**src/rtl/uart_seq_pkg.sv**
```systemverilog
// Shared encodings for the UART bus sequencer: core op codes, sequencer
// FSM states and the baud-rate selector values understood by the core.
package uart_seq_pkg;

  typedef enum logic [1:0] {
    OP_IDLE  = 2'd0,
    OP_WRITE = 2'd1,
    OP_READ  = 2'd2,
    OP_CLEAR = 2'd3
  } seq_op_t;

  typedef enum logic [1:0] {
    ST_IDLE   = 2'd0,
    ST_ISSUE  = 2'd1,
    ST_SETTLE = 2'd2
  } seq_state_t;

  localparam logic [1:0] RATE_DEF    = 2'd0;
  localparam logic [1:0] RATE_9600   = 2'd1;
  localparam logic [1:0] RATE_50000  = 2'd2;
  localparam logic [1:0] RATE_115200 = 2'd3;

endpackage

```
**src/rtl/uart_seq_rsp_slot.sv**
```systemverilog
// Single-entry response register. A capture always wins over a consume
// in the same cycle, so freshly read data is never dropped.
module uart_seq_rsp_slot (
  input  logic       clk,
  input  logic       nReset,
  input  logic       capture,
  input  logic [7:0] captureData,
  input  logic       rspReady,
  output logic       rspValid,
  output logic [7:0] rspData
);

  always_ff @(posedge clk or negedge nReset) begin
    if (!nReset) begin
      rspValid <= 1'b0;
      rspData  <= 8'h00;
    end else if (capture) begin
      rspValid <= 1'b1;
      rspData  <= captureData;
    end else if (rspValid && rspReady) begin
      rspValid <= 1'b0;
    end
  end

endmodule

```
**src/rtl/uart_bus_sequencer.sv**
```systemverilog
// Host-side sequencer for the UART core: turns each accepted command into a
// one-cycle op code on control[3:2] followed by a mandatory IDLE cycle.
module uart_bus_sequencer
  import uart_seq_pkg::*;
#(
  parameter int         CNT_W      = 16,
  parameter logic [1:0] RATE_RESET = RATE_DEF
) (
  input  logic             clk,
  input  logic             nReset,
  input  logic             cmd_valid,
  output logic             cmd_ready,
  input  logic [1:0]       cmd_op,
  input  logic [7:0]       cmd_wdata,
  output logic             rsp_valid,
  input  logic             rsp_ready,
  output logic [7:0]       rsp_data,
  input  logic [1:0]       rate_sel,
  output logic [3:0]       control,
  output logic [7:0]       tx_data,
  input  logic [7:0]       rx_data,
  output logic [CNT_W-1:0] wr_count,
  output logic [CNT_W-1:0] rd_count,
  output logic [CNT_W-1:0] clr_count,
  output seq_state_t       dbg_state
);

  // Handshakes: a transfer happens on the rising clk edge where valid and
  // ready are both 1; valid never waits on ready, ready may depend on valid.
  seq_state_t state, stateNext;
  seq_op_t    opReg;
  seq_op_t    cmdOp;
  logic [1:0] ctrlOp;
  logic [1:0] ctrlRate;
  logic       accept;
  logic       issueAccept;
  logic       capture;

  assign cmdOp       = seq_op_t'(cmd_op);
  assign accept      = cmd_valid && cmd_ready;
  assign issueAccept = accept && (cmdOp != OP_IDLE);
  assign capture     = (state == ST_SETTLE) && (opReg == OP_READ);
  assign control     = {ctrlOp, ctrlRate};
  assign dbg_state   = state;

  always_comb begin
    stateNext = state;
    cmd_ready = 1'b0;
    case (state)
      ST_IDLE: begin
        // A read only stalls while the response slot is full and not draining.
        cmd_ready = nReset && !((cmdOp == OP_READ) && rsp_valid && !rsp_ready);
        if (cmd_valid && cmd_ready && (cmdOp != OP_IDLE)) stateNext = ST_ISSUE;
      end
      ST_ISSUE:  stateNext = ST_SETTLE;
      ST_SETTLE: stateNext = ST_IDLE;
      default:   stateNext = ST_IDLE;
    endcase
  end

  always_ff @(posedge clk or negedge nReset) begin
    if (!nReset) begin
      state     <= ST_IDLE;
      opReg     <= OP_IDLE;
      ctrlOp    <= 2'b00;
      ctrlRate  <= RATE_RESET;
      tx_data   <= 8'h00;
      wr_count  <= '0;
      rd_count  <= '0;
      clr_count <= '0;
    end else begin
      state <= stateNext;
      case (state)
        ST_IDLE: begin
          if (issueAccept) begin
            opReg  <= cmdOp;
            ctrlOp <= cmd_op;
            if (cmdOp == OP_WRITE) tx_data <= cmd_wdata;
          end else if (!accept) begin
            ctrlRate <= rate_sel;
          end
        end
        ST_ISSUE: begin
          // The IDLE code must reappear next cycle so the core sees a fresh edge.
          ctrlOp  <= 2'b00;
          tx_data <= 8'h00;
          case (opReg)
            OP_WRITE: wr_count  <= wr_count + CNT_W'(1);
            OP_READ:  rd_count  <= rd_count + CNT_W'(1);
            OP_CLEAR: clr_count <= clr_count + CNT_W'(1);
            default: ;
          endcase
        end
        default: ;
      endcase
    end
  end

  uart_seq_rsp_slot rspSlot (
    .clk         (clk),
    .nReset      (nReset),
    .capture     (capture),
    .captureData (rx_data),
    .rspReady    (rsp_ready),
    .rspValid    (rsp_valid),
    .rspData     (rsp_data)
  );

endmodule

```
**config.mk**
```make
export PLATFORM = sky130hd
export DESIGN_NAME = uart_bus_sequencer
export DESIGN_NICKNAME = d
export VERILOG_FILES = /design/src/rtl/uart_seq_pkg.sv /design/src/rtl/uart_seq_rsp_slot.sv /design/src/rtl/uart_bus_sequencer.sv
export SDC_FILE = /design/constraint.sdc
export NUM_CORES = 1
export LEC_CHECK = 0
export ABC_CLOCK_PERIOD_IN_PS = 3100
export CAP_MARGIN = 25
export CORE_ASPECT_RATIO = 1.25
export CORE_MARGIN = 4
export CORE_UTILIZATION = 35
export DETAILED_ROUTE_END_ITERATION = 7
export PLACE_DENSITY = 0.61
export REMOVE_ABC_BUFFERS = 1
export SLEW_MARGIN = 0
export SYNTH_ARGS = -nofsm -noshare
export SYNTH_HDL_FRONTEND = slang
export SYNTH_HIERARCHICAL = 1
export SYNTH_SLANG_ARGS = --single-unit
```
**constraint.sdc**
```tcl
create_clock -name clk -period 3.1 [get_ports clk]
set_input_delay 0.93 -clock clk [delete_from_list [all_inputs] [get_ports clk]]
set_output_delay 0.93 -clock clk [all_outputs]
set_load 0.01 [all_outputs]
```
==> impl_metrics.env, run 1 <==
export IMPL_track_usage=0.1421
export IMPL_cp_cell_sequence="clkdlybuf4s50_1 -> nor3b_2 -> and2_1 -> nor2_1 -> dlygate4sd2_1"
export IMPL_die_w_um=93.11
export IMPL_wirelength_mm=7.001
export IMPL_dieArea_sq_mm=0.01065
export IMPL_cts_tree="built"
export IMPL_syn_inst=267
export IMPL_ys_seq_area_frac=0.5764
export IMPL_critPathLaunchType="input port"
export IMPL_h_tree_depth=3
export IMPL_place_ws_ns=-0.1209
export IMPL_detail_route_iter0_violations=101
export IMPL_start_util=0.3623
export IMPL_cap_viol_max_count=0
export IMPL_power_total_mw=2.473
export IMPL_critPathMaxStageDelay_ns=0.44
export IMPL_ir_drop_mv=0.3303
export IMPL_cts_resized=2
export IMPL_critPathMaxFanout=2
export IMPL_fin_area_sq_mm=0.004458
export IMPL_grt_max_degree=69
export IMPL_p_per_area_mw_per_mm2=554.7
export IMPL_wl_per_cell_um=14.06
export IMPL_path_clk_slew_ns=0.07
export IMPL_fin_crit_ns=2.982
export IMPL_core_sq_mm=0.008748
export IMPL_area_delta_synth_final_pct=40.66
export IMPL_insertion_delay_ns=0.35
export IMPL_viasPerCell=4.653
export IMPL_path_delay_family="buffers and inverters"
export IMPL_layout_commonest_cell="clkdlybuf4s50_1"
export IMPL_drive_gt1_frac=0.1138
export IMPL_dp_hpwl_mm=5.122
export IMPL_rsz0062_at_grt="no"
export IMPL_hold_viol_final=0
export IMPL_fin_tns_setup_ns=0
export IMPL_fin_nets=400
export IMPL_synth_avg_cell_area_sq_um=11.87
export IMPL_overflow=0
export IMPL_hp_class="in2async"
export IMPL_clockBufferDepth=2
export IMPL_arrival_ns=2.05
export IMPL_syn_area_sq_mm=0.003169
export IMPL_clock_skew_ns=0.007954
export IMPL_finalCritPeriodShare=0.9621
export IMPL_clkSinkCount=73
export IMPL_synth_cell_types=34
export IMPL_ant_nets=0
export IMPL_antenna_cells=0
export IMPL_fin_cells=498
export IMPL_cp_slowest_cell="clkdlybuf4s50_1"
export IMPL_report_final_slew_viol_count=0
export IMPL_path_buf_inv=2
export IMPL_antenna_found_initial=0
export IMPL_via_count=2317
export IMPL_firstDrtPassIters=4
export IMPL_worst_hold_slack_ns=0.3960
export IMPL_fill_cells=808
export IMPL_required_ns=2.17
export IMPL_post_place_cells=482
export IMPL_die_h_um=114.4
export IMPL_multi_input_area_sq_mm=0.001274
export IMPL_regToRegStartpoint="opReg[1]"
export IMPL_cts_setup_buffers=0
export IMPL_cp_end_kind="output port"
export IMPL_path_class="in2out"
export IMPL_port_buffers=95
export IMPL_post_route_util=0.5096
export IMPL_layout_common_cells="clkdlybuf4s50_1 (93), dfrtp_1 (73), xnor2_1 (34)"
export IMPL_first_global_vias=2456
export IMPL_grt_pass1_wl_mm=11.96
export IMPL_ios=96
export IMPL_synth_seq_cells=73
export IMPL_drc=0
export IMPL_slew_headroom=0.4293
export IMPL_root_buffer="clkbuf_8"
export IMPL_status="finished, final reports clean"
export IMPL_finalWorstSetupSlack_ns=0.1176
export IMPL_worstMarginPinSlew_ns=0.8560
export IMPL_power_leakage_nw=1.936
export IMPL_ys_warn_count=6
export IMPL_fp_row_count=38
export IMPL_cts_buffers_inserted=9
export IMPL_place_congestion=0.7785
export IMPL_clock_fmax_ghz=0.3353
export IMPL_hold_buffers=0
export IMPL_placed_cell_area_sq_mm=0.004280
export IMPL_crit_start="cmd_op[0]"
export IMPL_setup_violations=0
export IMPL_sequential_cell_area_sq_mm=0.001827
## where the power goes
part,internal (mW),switching [mW]
clock network,0.331,0.339
logic,0.374,0.212
registers,1.08,0.133
## worst reg2reg max path, cell delays in order, from the launching register on
cell     delay (ns)
dfrtp_1        0.58
nand4_1        0.25
nor4_1         0.64
nand3_1        0.18
xnor2_1        0.15
## worst paths after layout
kind,endpoint,slack [ns],cells after the start
hold reg to reg,rd_count[15],0.47,1
setup reg to reg,clr_count[13],1.18,4
min in group clk,rd_count[15],0.47,1
hold / removal,rspSlot/rspValid,0.40,1
setup / recovery,cmd_ready,0.12,5
max in group asynchronous,rspSlot/rspData[4],1.64,2
## cell families after synthesis
kind of cell	synth area share
multiplexers	0.05567
XOR/XNOR	0.1244
buffers and inverters	0.02527
adder cells (fa/ha/maj)	0.01184
flip-flops	0.5764
AND/OR/NAND/NOR	0.1863
AO/OA/AOI/OAI	0.02013
## synth_stat cells
| cell | n | area share |
|---|---|---|
| inv_1 | 13 | 0.015 |
| nand4b_1 | 1 | 0.0028 |
| nand4_1 | 11 | 0.022 |
| nand3_1 | 25 | 0.039 |
| nor3_1 | 3 | 0.0047 |
| nand2b_1 | 1 | 0.0020 |
| a21oi_1 | 2 | 0.0032 |
| and3_1 | 5 | 0.0099 |
| nor4_1 | 3 | 0.0059 |
| or4_1 | 1 | 0.0024 |
| nand2_1 | 25 | 0.030 |
| and4bb_2 | 2 | 0.0079 |
| or4_4 | 1 | 0.0036 |
| clkbuf_1 | 2 | 0.0024 |
| a21o_2 | 1 | 0.0028 |
| nor3_2 | 2 | 0.0063 |
| nor2_1 | 8 | 0.0095 |
| xor2_1 | 11 | 0.030 |
| nor4b_2 | 1 | 0.0047 |
| and4_1 | 4 | 0.011 |
| nor4bb_1 | 1 | 0.0032 |
| nand3b_1 | 3 | 0.0071 |
| buf_6 | 1 | 0.0036 |
| o21ai_0 | 9 | 0.014 |
| mux2_4 | 8 | 0.038 |
| nor3b_1 | 2 | 0.0047 |
| dfrtp_1 | 73 | 0.58 |
| buf_4 | 1 | 0.0024 |
| buf_2 | 1 | 0.0016 |
| ha_1 | 3 | 0.012 |
| nor4_2 | 1 | 0.0039 |
| mux2_2 | 5 | 0.018 |
| xnor2_1 | 34 | 0.094 |
| and2_1 | 3 | 0.0059 |
## cell type report
type / count / area share
Clock buffer: 13 / 0.03564
Clock inverter: 3 / 0.003368
Inverter: 13 / 0.01095
Multi-Input combinational cell: 176 / 0.2857
Sequential cell: 73 / 0.4098
Tap cell: 120 / 0.03368
Timing Repair Buffer: 100 / 0.2209
## flip-flops by register name, summed over array words and instances (netlist names)
| signal | cells |
|---|---|
| rd_count | 16 |
| wr_count | 16 |
| dbg_state | 2 |
| ctrlOp | 2 |
| ctrlRate | 2 |
| rspSlot/rspValid | 1 |
| opReg | 2 |
| rspSlot/rspData | 8 |
| clr_count | 16 |
| tx_data | 8 |
## routing by layer
layer	wire length [um]	up-vias	global-route usage
li1	-	1127	-
met1	3039	1122	0.1774
met2	3427	59	0.2244
met3	424	9	0.04865
met4	110	0	0.06061
met5	0	-	0
No activity file was read; power rests on OpenSTA's default activity.
==> inputs of run 2 (changes only) <==
--- a/config.mk
+++ b/config.mk
@@ -11,7 +11,8 @@
 export CORE_MARGIN = 4
 export CORE_UTILIZATION = 35
 export DETAILED_ROUTE_END_ITERATION = 7
-export PLACE_DENSITY = 0.61
+export DONT_BUFFER_PORTS = 1
+export PLACE_DENSITY = 0.47
 export REMOVE_ABC_BUFFERS = 1
 export SLEW_MARGIN = 0
 export SYNTH_ARGS = -nofsm -noshare
==> run 2 against run 1 <==
Against the previous run: design area shrank 21%; register-to-register slack lost 0.08 ns; critical path depth shrank 2; via count shrank 16%; combinational power shrank 64%; core utilization shrank 11 points; clock skew grew 0.0028 ns; clock power grew 21%; critical path type unchanged.
==> impl_metrics.env, run 2 (synthesis results as in run 1) <==
export IMPL_fin_area_sq_mm=0.003520
export IMPL_power_leakage_nw=1.581
export IMPL_port_buffers=0
export IMPL_antenna_found_initial=0
export IMPL_place_congestion=0.6886
export IMPL_ir_drop_mv=0.2736
export IMPL_finalCritPeriodShare=0.7625
export IMPL_overflow=0
export IMPL_regToRegStartpoint="dbg_state[0]"
export IMPL_hold_viol_final=0
export IMPL_cts_tree="built"
export IMPL_critPathMaxFanout=4
export IMPL_top_regs="clr_count (16), rd_count (16), wr_count (16)"
export IMPL_fin_tns_setup_ns=0
export IMPL_required_ns=2.17
export IMPL_worst_hold_slack_ns=0.2720
export IMPL_first_global_vias=2061
export IMPL_dieArea_sq_mm=0.01065
export IMPL_endpoint="cmd_ready"
export IMPL_firstDrtPassIters=4
export IMPL_fin_crit_ns=2.364
export IMPL_antenna_cells=0
export IMPL_die_w_um=93.11
export IMPL_root_buffer="clkbuf_8"
export IMPL_hp_class="in2async"
export IMPL_clock_skew_ns=0.01074
export IMPL_grt_pass1_wl_mm=10.42
export IMPL_clkSinkCount=73
export IMPL_layout_commonest_cell="dfrtp_1"
export IMPL_cts_buffers_inserted=9
export IMPL_setup_violations=0
export IMPL_fp_row_count=38
export IMPL_ios=96
export IMPL_cap_viol_max_count=0
export IMPL_wl_per_cell_um=16.06
export IMPL_track_usage=0.1257
export IMPL_core_sq_mm=0.008748
export IMPL_worstMarginPinSlew_ns=0.7018
export IMPL_post_place_cells=383
export IMPL_h_tree_depth=3
export IMPL_fin_cells=399
export IMPL_r2r_end="wr_count[14]"
export IMPL_clock_fmax_ghz=0.4230
export IMPL_ant_nets=0
export IMPL_fin_nets=301
export IMPL_report_final_slew_viol_count=0
export IMPL_path_class="in2out"
export IMPL_via_count=1938
export IMPL_multi_input_area_sq_mm=0.001269
export IMPL_layout_common_cells="dfrtp_1 (73), xnor2_1 (34), nand2_1 (25), nand3_1 (25), inv_1 (13)"
export IMPL_status="finished, final reports clean"
export IMPL_clockBufferDepth=2
export IMPL_drive_gt1_frac=0.1398
export IMPL_start_util=0.3623
export IMPL_cts_setup_buffers=0
export IMPL_placed_cell_area_sq_mm=0.003302
export IMPL_die_h_um=114.4
export IMPL_rsz0062_at_grt="no"
export IMPL_sequential_cell_area_sq_mm=0.001827
export IMPL_insertion_delay_ns=0.34
export IMPL_p_per_area_mw_per_mm2=660.5
export IMPL_wirelength_mm=6.406
export IMPL_path_clk_slew_ns=0.08
export IMPL_dp_hpwl_mm=4.565
export IMPL_viasPerCell=4.857
export IMPL_drc=0
export IMPL_fill_cells=896
export IMPL_slew_headroom=0.5278
export IMPL_crit_start="cmd_op[0]"
export IMPL_arrival_ns=1.43
export IMPL_r2r_setup_slack_ns=1.10
export IMPL_detail_route_iter0_violations=52
export IMPL_grt_max_degree=77
export IMPL_critPathLaunchType="input port"
export IMPL_hold_buffers=0
export IMPL_rr_worst_depth=4
export IMPL_cts_resized=0
export IMPL_area_delta_synth_final_pct=11.05
export IMPL_cp_end_kind="output port"
## run 2: cell count changes in the layout (fill, tap and decap cells not counted)
cell / delta
clkbuf_8: -2
nor3b_1: +1
clkbuf_1: -2
bufinv_16: +2
clkinvlp_4: +2
buf_4: -5
nor3b_2: -1
clkdlybuf4s50_1: -93
dlygate4sd2_1: -1
inv_6: +1
clkinv_2: -1
## run 2: through the flow
stage | utilization | total power [mW] | worst slack (ns)
after global routing | 0.4023 | 2.469 | 0.6549
after CTS | 0.4023 | 2.379 | 0.7413
after floorplan | - | 1.456 | 0.6806
final | 0.4023 | 2.325 | 0.7362
after global placement | 0.3774 | 1.534 | 0.7564
after detailed placement | 0.3774 | 1.540 | 0.7481
## run 2: routing by layer
| layer | part of all wire | up-vias | wire [um] | global-route usage |
|---|---|---|---|---|
| met5 | 0 | - | 0 | 0 |
| met4 | 0.018 | 0 | 114 | 0.05279 |
| met3 | 0.094 | 10 | 601 | 0.06049 |
| met2 | 0.47 | 71 | 3031 | 0.1917 |
| met1 | 0.41 | 925 | 2658 | 0.1517 |
| li1 | - | 932 | - | - |
## run 2: power breakdown
part,total (mW),switching [mW],internal (mW)
sequential,1.30,0.217,1.08
combinational,0.209,0.0701,0.139
clock,0.815,0.362,0.453
total,2.32,0.649,1.68
## run 2: how the worst min path moves through the flow
| stage | end | depth (start not counted) | start | slack (ns) |
|---|---|---|---|---|
| CTS | tx_data[0] | 0 | nReset | 0.25 |
| global route | rspSlot/rspData[0] | 0 | nReset | 0.24 |
| floorplan | clr_count[15] | 1 | clr_count[15] | 0.51 |
| global placement | wr_count[15] | 1 | wr_count[15] | 0.53 |
| detailed placement | wr_count[15] | 1 | wr_count[15] | 0.53 |
| finish | clr_count[15] | 0 | nReset | 0.27 |
## run 2: area by class of cell
type | instances | share of cell area
flip-flops and latches | 73 | 0.5190
clock buffers | 9 | 0.03519
inverters | 13 | 0.01386
clock inverters | 7 | 0.02666
repair buffers | 1 | 0.002133
multi-input cells | 176 | 0.3605
well taps | 120 | 0.04266
## run 2: critical path: stages
cell and delay (ns):
nor3b_1 0.20, and2_1 0.20, nor2_1 0.10
==> inputs of run 3 (changes only) <==
--- a/config.mk
+++ b/config.mk
@@ -5,7 +5,7 @@
 export SDC_FILE = /design/constraint.sdc
 export NUM_CORES = 1
 export LEC_CHECK = 0
-export ABC_CLOCK_PERIOD_IN_PS = 3100
+export ABC_CLOCK_PERIOD_IN_PS = 2500
 export CAP_MARGIN = 25
 export CORE_ASPECT_RATIO = 1.25
 export CORE_MARGIN = 4
==> constraint.sdc (replaced) <==
create_clock -name clk -period 2.5 [get_ports clk]
set_input_delay 0.75 -clock clk [delete_from_list [all_inputs] [get_ports clk]]
set_output_delay 0.75 -clock clk [all_outputs]
set_load 0.01 [all_outputs]
==> run 3 against run 2 <==
Against the previous run: die area stayed put; routed wire length rose by 2.6%; core utilization unchanged; critical path depth unchanged; critical endpoint unchanged; largest cell class unchanged; largest power group unchanged; highest routed layer unchanged.
==> impl_metrics.env, run 3 (synthesis results as in run 1) <==
export IMPL_first_global_vias=2058
export IMPL_die_w_um=93.11
export IMPL_slew_headroom=0.6353
export IMPL_detail_route_iter0_violations=62
export IMPL_hp_class="in2async"
export IMPL_ant_nets=0
export IMPL_cts_setup_buffers=0
export IMPL_critPathMaxStageDelay_ns=0.44
export IMPL_clock_fmax_ghz=0.4714
export IMPL_status="finished, final reports clean"
export IMPL_hold_buffers=0
export IMPL_area_delta_synth_final_pct=11.05
export IMPL_worst_hold_slack_ns=0.08326
export IMPL_grt_max_degree=77
export IMPL_fp_row_count=38
export IMPL_arrival_ns=1.37
export IMPL_cap_viol_max_count=0
export IMPL_clockBufferDepth=2
export IMPL_port_buffers=0
export IMPL_report_final_slew_viol_count=0
export IMPL_p_per_area_mw_per_mm2=815.6
export IMPL_drc=0
export IMPL_post_place_cells=384
export IMPL_top_regs="clr_count (16), rd_count (16), wr_count (16)"
export IMPL_worstMarginPinSlew_ns=0.5456
export IMPL_path_class="reg2out"
export IMPL_firstDrtPassIters=4
export IMPL_ir_drop_mv=0.3376
export IMPL_power_leakage_nw=1.587
export IMPL_layout_common_cells="dfrtp_1 (73), xnor2_1 (34), nand2_1 (25), nand3_1 (25), inv_1 (13)"
export IMPL_viasPerCell=4.908
export IMPL_via_count=1963
export IMPL_drive_gt1_frac=0.1393
export IMPL_clkSinkCount=73
export IMPL_cp_end_kind="output port"
export IMPL_cts_tree="built"
export IMPL_clock_skew_ns=0.01272
export IMPL_ios=96
export IMPL_rsz0062_at_grt="no"
export IMPL_core_sq_mm=0.008748
export IMPL_cts_resized=0
export IMPL_h_tree_depth=3
export IMPL_cp_cell_sequence="nor3b_1 -> and2_1 -> nor2_1"
export IMPL_root_buffer="clkbuf_8"
export IMPL_layout_commonest_cell="dfrtp_1"
export IMPL_critPathLaunchType="register"
export IMPL_fin_tns_setup_ns=0
export IMPL_grt_pass1_wl_mm=10.56
export IMPL_r2r_setup_slack_ns=0.60
export IMPL_antenna_cells=0
export IMPL_wl_per_cell_um=16.44
export IMPL_sequential_cell_area_sq_mm=0.001827
export IMPL_placed_cell_area_sq_mm=0.003309
export IMPL_finalCritPeriodShare=0.8486
export IMPL_antenna_found_initial=0
export IMPL_critPathMaxFanout=3
export IMPL_cts_buffers_inserted=9
export IMPL_fin_cells=400
export IMPL_rr_worst_depth=4
export IMPL_required_ns=1.75
export IMPL_fin_crit_ns=2.121
export IMPL_multi_input_area_sq_mm=0.001269
export IMPL_fin_area_sq_mm=0.003520
export IMPL_dp_hpwl_mm=4.667
export IMPL_die_h_um=114.4
export IMPL_setup_violations=0
export IMPL_insertion_delay_ns=0.36
export IMPL_cp_slowest_cell="dfrtp_1"
export IMPL_post_route_util=0.4023
export IMPL_track_usage=0.1298
export IMPL_fin_nets=302
export IMPL_start_util=0.3623
export IMPL_wirelength_mm=6.575
export IMPL_fill_cells=882
export IMPL_dieArea_sq_mm=0.01065
export IMPL_r2r_end="wr_count[12]"
export IMPL_overflow=0
export IMPL_regToRegStartpoint="dbg_state[1]"
export IMPL_path_clk_slew_ns=0.08
export IMPL_hold_viol_final=0
export IMPL_place_congestion=0.6950
==> run 3: changes by cell type in the layout (fill, tap and decap cells not counted), sizes merged <==
cell / previous run / this run
inv: 14 / 13
buf: 1 / 2
clkinv: 2 / 3
clkinvlp: 2 / 1
clkbuf: 9 / 10
==> run 3: cell type report <==
type                    count  area share
repair buffers              2    0.004266
inverters                  13     0.01386
clock inverters             6     0.02346
multi-input cells         176      0.3605
clock buffers              10     0.03626
flip-flops and latches     73      0.5190
well taps                 120     0.04266
==> run 3: per-layer routing <==
layer  part of all wire  up-vias  wire [um]  track usage
met5                  0        -          0            0
met4              0.023        0        153      0.07625
met3              0.084       10        552      0.05588
met2               0.47       66       3084       0.1951
met1               0.42      958       2785       0.1542
li1                   -      929          -            -
==> run 3: through the flow <==
step           total power [mW]  worst slack, ns
3_3_place_gp              1.905           0.5164
2_1_floorplan             1.806          0.08062
3_5_place_dp              1.912           0.5082
5_1_grt                   3.031           0.3230
4_1_cts                   2.925           0.3419
6_report                  2.871           0.3786
==> run 3: worst max-delay path, delay by kind of cell, from the launching register on <==
kind | cells | cell delay, ns
and+or+nand+nor | 3 | 0.58
DFF | 1 | 0.44
==> run 3: worst max path at each step <==
| stage | from | end | slack, ns | cells after the start |
|---|---|---|---|---|
| 6_report | rspSlot/rspValid | cmd_ready | 0.38 | 3 |
| 5_1_grt | rspSlot/rspValid | cmd_ready | 0.32 | 3 |
| 4_1_cts | rspSlot/rspValid | cmd_ready | 0.34 | 3 |
| 3_5_place_dp | cmd_op[0] | cmd_ready | 0.51 | 3 |
| 3_3_place_gp | cmd_op[0] | cmd_ready | 0.52 | 3 |
| 2_1_floorplan | opReg[1] | rspSlot/rspData[0] | 0.08 | 2 |
==> run 3: power breakdown <==
group | leakage, nW | internal [mW] | switching [mW] | total [mW]
registers | 0.979 | 1.34 | 0.273 | 1.62
clock network | 0.106 | 0.557 | 0.439 | 0.996
logic | 0.502 | 0.171 | 0.0869 | 0.258
